$ cat src/rtl/obi_axi_lite_pkg.sv
// Shared types and constants for the OBI to AXI4-Lite bridge.
package obi_axi_lite_pkg;

    localparam logic [1:0] RESP_OKAY   = 2'b00;
    localparam logic [1:0] RESP_EXOKAY = 2'b01;
    localparam logic [1:0] RESP_SLVERR = 2'b10;
    localparam logic [1:0] RESP_DECERR = 2'b11;

    // Kind of transaction waiting for its response, kept in issue order.
    typedef enum logic {
        TXN_WRITE = 1'b0,
        TXN_READ  = 1'b1
    } txn_type_e;

    // Width of a counter that must hold 0..depth inclusive.
    function automatic int unsigned count_width(input int unsigned depth);
        return $clog2(depth + 1);
    endfunction

    // SLVERR and DECERR both surface as an OBI error; OKAY/EXOKAY do not.
    function automatic logic resp_is_error(input logic [1:0] resp);
        logic err;
        unique case (resp)
            RESP_OKAY, RESP_EXOKAY:   err = 1'b0;
            RESP_SLVERR, RESP_DECERR: err = 1'b1;
            default:                  err = 1'b1;
        endcase
        return err;
    endfunction

endpackage

$ cat src/rtl/obi_axi_lite_order_fifo.sv
// Circular FIFO of transaction types, one entry per accepted-but-unresponded
// request. Callers never push when full nor pop when empty.
module obi_axi_lite_order_fifo
    import obi_axi_lite_pkg::*;
#(
    parameter int unsigned Depth = 2,
    localparam int unsigned CntWidth = count_width(Depth)
) (
    input  logic                clk_i,
    input  logic                rst_ni,
    input  logic                push,
    input  txn_type_e           push_type,
    input  logic                pop,
    output logic                full,
    output logic                empty,
    output txn_type_e           head,
    output logic [CntWidth-1:0] count
);

    localparam int unsigned PtrWidth = (Depth > 1) ? $clog2(Depth) : 1;

    typedef logic [PtrWidth-1:0] ptr_t;

    localparam ptr_t LastPtr = ptr_t'(Depth - 1);

    txn_type_e           mem [Depth];
    ptr_t                wr_ptr;
    ptr_t                rd_ptr;
    logic [CntWidth-1:0] cnt_q;

    function automatic ptr_t ptr_next(input ptr_t p);
        return (p == LastPtr) ? '0 : ptr_t'(p + 1'b1);
    endfunction

    // Storage needs no reset: the explicit count guards every read of head.
    always_ff @(posedge clk_i) begin
        if (push) begin
            mem[wr_ptr] <= push_type;
        end
    end

    // Wrap-around pointers and occupancy count.
    always_ff @(posedge clk_i or negedge rst_ni) begin
        if (!rst_ni) begin
            wr_ptr <= '0;
            rd_ptr <= '0;
            cnt_q  <= '0;
        end else begin
            if (push) begin
                wr_ptr <= ptr_next(wr_ptr);
            end
            if (pop) begin
                rd_ptr <= ptr_next(rd_ptr);
            end
            if (push && !pop) begin
                cnt_q <= cnt_q + 1'b1;
            end else if (pop && !push) begin
                cnt_q <= cnt_q - 1'b1;
            end
        end
    end

    assign full  = (cnt_q == CntWidth'(Depth));
    assign empty = (cnt_q == '0);
    assign head  = mem[rd_ptr];
    assign count = cnt_q;

endmodule

$ cat src/rtl/obi_to_axi_lite_bridge.sv
// OBI slave to AXI4-Lite master bridge with in-order responses.
//
// Issue stage states:
//   state        | meaning
//   -------------+-------------------------------------------------------
//   ISSUE_IDLE   | stage empty, a new OBI request may be granted
//   ISSUE_WRITE  | AW and/or W still waiting for their handshakes
//   ISSUE_READ   | AR waiting for its handshake
module obi_to_axi_lite_bridge
    import obi_axi_lite_pkg::*;
#(
    parameter int unsigned AddrWidth      = 32,
    parameter int unsigned DataWidth      = 32,
    parameter int unsigned MaxOutstanding = 2,
    parameter logic [2:0]  AxiProt        = 3'b000,
    localparam int unsigned StrbWidth     = DataWidth / 8,
    localparam int unsigned CntWidth      = count_width(MaxOutstanding)
) (
    input  logic                 clk_i,
    input  logic                 rst_ni,

    input  logic                 obi_req_i,
    output logic                 obi_gnt_o,
    input  logic [AddrWidth-1:0] obi_addr_i,
    input  logic                 obi_we_i,
    input  logic [StrbWidth-1:0] obi_be_i,
    input  logic [DataWidth-1:0] obi_wdata_i,
    output logic                 obi_rvalid_o,
    output logic [DataWidth-1:0] obi_rdata_o,
    output logic                 obi_err_o,

    output logic [AddrWidth-1:0] aw_addr_o,
    output logic [2:0]           aw_prot_o,
    output logic                 aw_valid_o,
    input  logic                 aw_ready_i,

    output logic [DataWidth-1:0] w_data_o,
    output logic [StrbWidth-1:0] w_strb_o,
    output logic                 w_valid_o,
    input  logic                 w_ready_i,

    input  logic [1:0]           b_resp_i,
    input  logic                 b_valid_i,
    output logic                 b_ready_o,

    output logic [AddrWidth-1:0] ar_addr_o,
    output logic [2:0]           ar_prot_o,
    output logic                 ar_valid_o,
    input  logic                 ar_ready_i,

    input  logic [DataWidth-1:0] r_data_i,
    input  logic [1:0]           r_resp_i,
    input  logic                 r_valid_i,
    output logic                 r_ready_o,

    output logic                 busy_o,
    output logic [CntWidth-1:0]  outstanding_o
);

    typedef enum logic [1:0] {
        ISSUE_IDLE  = 2'd0,
        ISSUE_WRITE = 2'd1,
        ISSUE_READ  = 2'd2
    } issue_state_e;

    issue_state_e        state_q;
    logic                issue_idle;
    logic                aw_hs;
    logic                w_hs;
    logic                ar_hs;
    logic                b_hs;
    logic                r_hs;
    logic                aw_done;
    logic                w_done;
    logic                fifo_full;
    logic                fifo_empty;
    txn_type_e           fifo_head;
    logic [CntWidth-1:0] fifo_count;

    assign issue_idle = (state_q == ISSUE_IDLE);

    // Grant depends only on local state so OBI never waits on AXI readiness.
    assign obi_gnt_o = obi_req_i & issue_idle & ~fifo_full;

    assign aw_hs = aw_valid_o & aw_ready_i;
    assign w_hs  = w_valid_o & w_ready_i;
    assign ar_hs = ar_valid_o & ar_ready_i;

    // A write channel counts as done if it handshakes now or already has.
    assign aw_done = aw_hs | ~aw_valid_o;
    assign w_done  = w_hs | ~w_valid_o;

    // Only the response type at the head of the order FIFO is accepted, and
    // never while the single-entry response register is presenting.
    assign b_ready_o = ~fifo_empty & (fifo_head == TXN_WRITE) & ~obi_rvalid_o;
    assign r_ready_o = ~fifo_empty & (fifo_head == TXN_READ) & ~obi_rvalid_o;
    assign b_hs      = b_valid_i & b_ready_o;
    assign r_hs      = r_valid_i & r_ready_o;

    assign aw_prot_o     = AxiProt;
    assign ar_prot_o     = AxiProt;
    assign busy_o        = (fifo_count != '0) | ~issue_idle;
    assign outstanding_o = fifo_count;

    obi_axi_lite_order_fifo #(
        .Depth (MaxOutstanding)
    ) i_order_fifo (
        .clk_i     (clk_i),
        .rst_ni    (rst_ni),
        .push      (obi_gnt_o),
        .push_type (obi_we_i ? TXN_WRITE : TXN_READ),
        .pop       (b_hs | r_hs),
        .full      (fifo_full),
        .empty     (fifo_empty),
        .head      (fifo_head),
        .count     (fifo_count)
    );

    // Issue stage: latch the granted request and hold the AXI payload stable
    // until each channel has handshaken.
    always_ff @(posedge clk_i or negedge rst_ni) begin
        if (!rst_ni) begin
            state_q    <= ISSUE_IDLE;
            aw_valid_o <= 1'b0;
            w_valid_o  <= 1'b0;
            ar_valid_o <= 1'b0;
            aw_addr_o  <= '0;
            w_data_o   <= '0;
            w_strb_o   <= '0;
            ar_addr_o  <= '0;
        end else begin
            unique case (state_q)
                ISSUE_IDLE: begin
                    if (obi_gnt_o) begin
                        if (obi_we_i) begin
                            state_q    <= ISSUE_WRITE;
                            aw_valid_o <= 1'b1;
                            w_valid_o  <= 1'b1;
                            aw_addr_o  <= obi_addr_i;
                            w_data_o   <= obi_wdata_i;
                            w_strb_o   <= obi_be_i;
                        end else begin
                            state_q    <= ISSUE_READ;
                            ar_valid_o <= 1'b1;
                            ar_addr_o  <= obi_addr_i;
                        end
                    end
                end
                ISSUE_WRITE: begin
                    if (aw_hs) begin
                        aw_valid_o <= 1'b0;
                    end
                    if (w_hs) begin
                        w_valid_o <= 1'b0;
                    end
                    if (aw_done && w_done) begin
                        state_q <= ISSUE_IDLE;
                    end
                end
                ISSUE_READ: begin
                    if (ar_hs) begin
                        ar_valid_o <= 1'b0;
                        state_q    <= ISSUE_IDLE;
                    end
                end
                default: begin
                    state_q <= ISSUE_IDLE;
                end
            endcase
        end
    end

    // Response register: one-cycle OBI response pulse after each B/R handshake.
    always_ff @(posedge clk_i or negedge rst_ni) begin
        if (!rst_ni) begin
            obi_rvalid_o <= 1'b0;
            obi_rdata_o  <= '0;
            obi_err_o    <= 1'b0;
        end else begin
            obi_rvalid_o <= b_hs | r_hs;
            obi_rdata_o  <= r_hs ? r_data_i : '0;
            obi_err_o    <= (r_hs & resp_is_error(r_resp_i)) |
                            (b_hs & resp_is_error(b_resp_i));
        end
    end

endmodule

$ cat config.mk
export PLATFORM = sky130hd
export DESIGN_NAME = obi_to_axi_lite_bridge
export DESIGN_NICKNAME = d
export VERILOG_FILES = /design/src/rtl/obi_axi_lite_pkg.sv /design/src/rtl/obi_axi_lite_order_fifo.sv /design/src/rtl/obi_to_axi_lite_bridge.sv
export SDC_FILE = /design/constraint.sdc
export NUM_CORES = 1
export LEC_CHECK = 0
export ABC_AREA = 1
export BUFFER_PORTS_ARGS = -buffer_cell sky130_fd_sc_hd__buf_2
export CORE_UTILIZATION = 47
export CTS_CLUSTER_SIZE = 14
export DETAILED_ROUTE_END_ITERATION = 10
export PLACE_DENSITY = 0.92
export SYNTH_ARGS = -nofsm -noshare
export SYNTH_HDL_FRONTEND = slang
export SYNTH_HIERARCHICAL = 1
export SYNTH_SLANG_ARGS = --single-unit
$ cat constraint.sdc
create_clock -name clk_i -period 2.2 [get_ports clk_i]
set_input_delay 0.11 -clock clk_i [delete_from_list [all_inputs] [get_ports clk_i]]
set_output_delay 0.11 -clock clk_i [all_outputs]
set_load 0.03 [all_outputs]
==> metrics.cfg <==
[synth]
ys_warn_count = 6
yosysMostFrequentCell = nand2_1
yosysTopAreaCell = dfrtp_1
synth_top_flop_cell = dfrtp_1
synth_fa_ha_area_share_pct = 0.218
ys_ff_latch = 145
synth_xor_area_share_pct = 0.305
muxShareOfSynthArea_pct = 0.196
synth-compound-area-share_pct = 7.25
ys_async_sr_fraction_pct = 98.6
synth_top_family_by_area = simple AND/OR/NAND/NOR gates
netlist_area_mm2 = 0.00574
seq_area_frac_synth_pct = 63.3
synth.area.top_cells = dfrtp_1 62%, nand2_1 11%, inv_1 4.8%
synth.avg_cell_area_um2 = 9.82
synth_common_cells = 163 x nand2_1, 143 x dfrtp_1, 74 x inv_1, 42 x nand3_1, 38 x nor2_1
synth_cell_type_count = 29
synth_top_cell_area_share_pct = 62.3
synth-simple-area-share_pct = 18.7
synth_edf_count = 2
syn_inst = 585

[die]
rows = 40
pin_count = 262
start_util_pct = 48.0
coreArea_mm2 = 0.0120
die_area_mm2 = 0.0127
die_w_um = 113
die_h_um = 113

[setup_path]
r2r_slack_ps = 270
crit_chain = inv_1, nor2_1, inv_1, nand2_1, nor2_4, buf_8, buf_2
critPathMostFrequentCell = inv_1
crit_arrival_ps = 1960
start_kind = flip-flop
reg2reg_depth = 11
critical_path.top_delay_family = buffers and inverters
cp_num_buf_inv = 4
slowest_delay_ps = 430
cp-end-kind = primary output
path_class = reg2out
slowest_stage = dfrtp_2
cp.required_ps = 2090
crit-reg2reg-launch = i_order_fifo/rd_ptr
reg2reg_to = i_order_fifo/count[1]
critPathMaxFanout = 37

[min_path]
min_from = obi_we_i
holdPathStages = 3
hp-class = in2reg
holdPathEnd = w_data_o[26]

[global_routing]
grt_pass1_wl_um = 27600
grt_start_max_net_pins = 70
grt_use_total_pct = 28.3
grt_pass1_vias = 5633
grt_antenna_before_repair = 1
overflow = 0

[final_layout]
n_fill_cell = 754
instances_no_fill = 1103
areaGrowthSynthToFinish_pct = 52.5
final_area_mm2 = 0.00876
nets = 1056
drive_gt1_share_pct = 35.1

[place]
dp_slack_ps = 314
dpl.hpwl_um = 9360
io_buffer_count = 253
gp_congestion = 0.786
dp_cells = 963
placed_cell_area_mm2 = 0.00706

[timing]
post-route-period-util_pct = 94.0
slew_viol_final = 0
setup_viol = 0
fin_ws_ps = 132
fin_skew_ps = 11.6
rsz0062_at_grt = no
final_hold_viol_count = 0
fin_setup_tns_ps = 0
min_period_ps = 2070
fmax_mhz = 483

[clocking]
clkTransAtPathRegs_ps = 60
postCtsSetupBuffers = 0
root_buffer = clkbuf_16
htree_levels = 4
cts_tree = yes
cts_sinks = 145
cts_buffer_depth = 2
numCtsBuffers = 17
worstSkewPairLatency_ps = 420

[routing]
wl_um = 17100
ant_nets = 0
viasPerCell = 4.91
route.detailed.drc = 0
dr.pass1.iters = 5
drtIter0Drc = 458
wl_per_cell_um = 15.5
routed-via-count = 5420

[status]
status = complete, no violations

[power_and_ir_drop]
ir_drop_mv = 0.884
p_leak_uw = 0.00501
pwr_density_cell_mw_per_mm2 = 1480

[flow_run]
maxCapViolations = 0

[where the power goes]
group / internal, uW / switching [uW]
Clock: 1900 / 1080
Sequential: 3720 / 631
Combinational: 1630 / 3960
Total: 7250 / 5670
[flip-flops by register name, indices dropped and copies added, names as in the netlist]
signal / cells
obi_err_o: 1
w_data_o: 32
i_order_fifo/rd_ptr: 1
state_q: 2
aw_valid_o: 1
i_order_fifo/count: 2
obi_rvalid_o: 1
ar_addr_o: 32
i_order_fifo/mem: 2
ar_valid_o: 1
aw_addr_o: 32
w_strb_o: 4
w_valid_o: 1
i_order_fifo/wr_ptr: 1
obi_rdata_o: 32
[final cells by class]
type,instances,area [um2],area share [%]
Multi-Input combinational cell,333,1580,18.0
Timing Repair Buffer,368,2450,28.0
Inverter,77,289,3.30
Clock inverter,9,129,1.47
Antenna cell,1,2.50,0.0286
Sequential cell,145,3640,41.6
Clock buffer,23,488,5.57
Tap cell,147,184,2.10
[worst register-to-register path, cell delays in order (launching register included)]
cell and delay, ps:
dfrtp_1 360, mux2_2 360, nor3_2 210, nand2_1 70, nand2_1 130, inv_1 60
ha_1 300, inv_1 70, nand2_1 90, nand2_1 60, nand3_1 60, nand2_1 50
[cells by family after synthesis]
logic type      Yosys count
fa+ha+maj                 1
other cells               1
mux                       1
buf+inv                 112
xor+xnor                  2
simple gates            257
flops                   145
compound gates           66
[how the worst max path moves through the flow]
stage                          start                     to  slack (ps)  depth (start not counted)
4_1_cts        i_order_fifo/count[1]              obi_gnt_o          80                          7
6_report       i_order_fifo/count[1]              obi_gnt_o         130                          7
2_1_floorplan  i_order_fifo/count[0]  i_order_fifo/count[1]          30                         12
3_5_place_dp     i_order_fifo/rd_ptr  i_order_fifo/count[1]         310                         11
3_3_place_gp     i_order_fifo/rd_ptr  i_order_fifo/count[1]         370                         11
5_1_grt        i_order_fifo/count[1]              obi_gnt_o          10                          7
[per-layer routing]
layer  part of all wire [%]  vias up  global-route usage [%]
met5                      0        -                       0
met4                    3.5        0                    15.5
met3                    7.4       59                    7.83
met2                     52      299                    49.6
met1                     37     2564                    31.2
li1                       -     2498                       -
[timing repair]
item / 4_1_cts / 5_1_grt
resized for setup: 1 / 1
pin swaps: 0 / 0
hold endpoints to repair: 178 / 0
setup endpoints to repair: 1 / 1
hold buffers: 107 / 0
[metrics by stage]
stage                     hold slack, ps  power [uW]  util, %
after CTS                           15.5       12800     73.2
after detailed placement            84.6        9620     59.0
after global placement              83.1        9430     59.0
final                               36.1       12900     73.2
after global routing                33.1       13600     73.2
after floorplan                     -186        8060        -
[layout by cell type, fill, tap and decap left out, drive strengths merged]
master / count
a21oi: 2
buf: 261
bufinv: 3
clkbuf: 23
clkinv: 4
clkinvlp: 2
conb: 6
dfrtp: 143
diode: 1
dlygate4sd3: 107
edfxtp: 2
ha: 1
inv: 77
mux2: 1
nand2: 172
nand3: 42
nand4: 1
nor2: 40
nor3: 1
nor3b: 1
o21ai: 64
xor2: 2
Note: power is estimated with default switching activity, not from simulation.
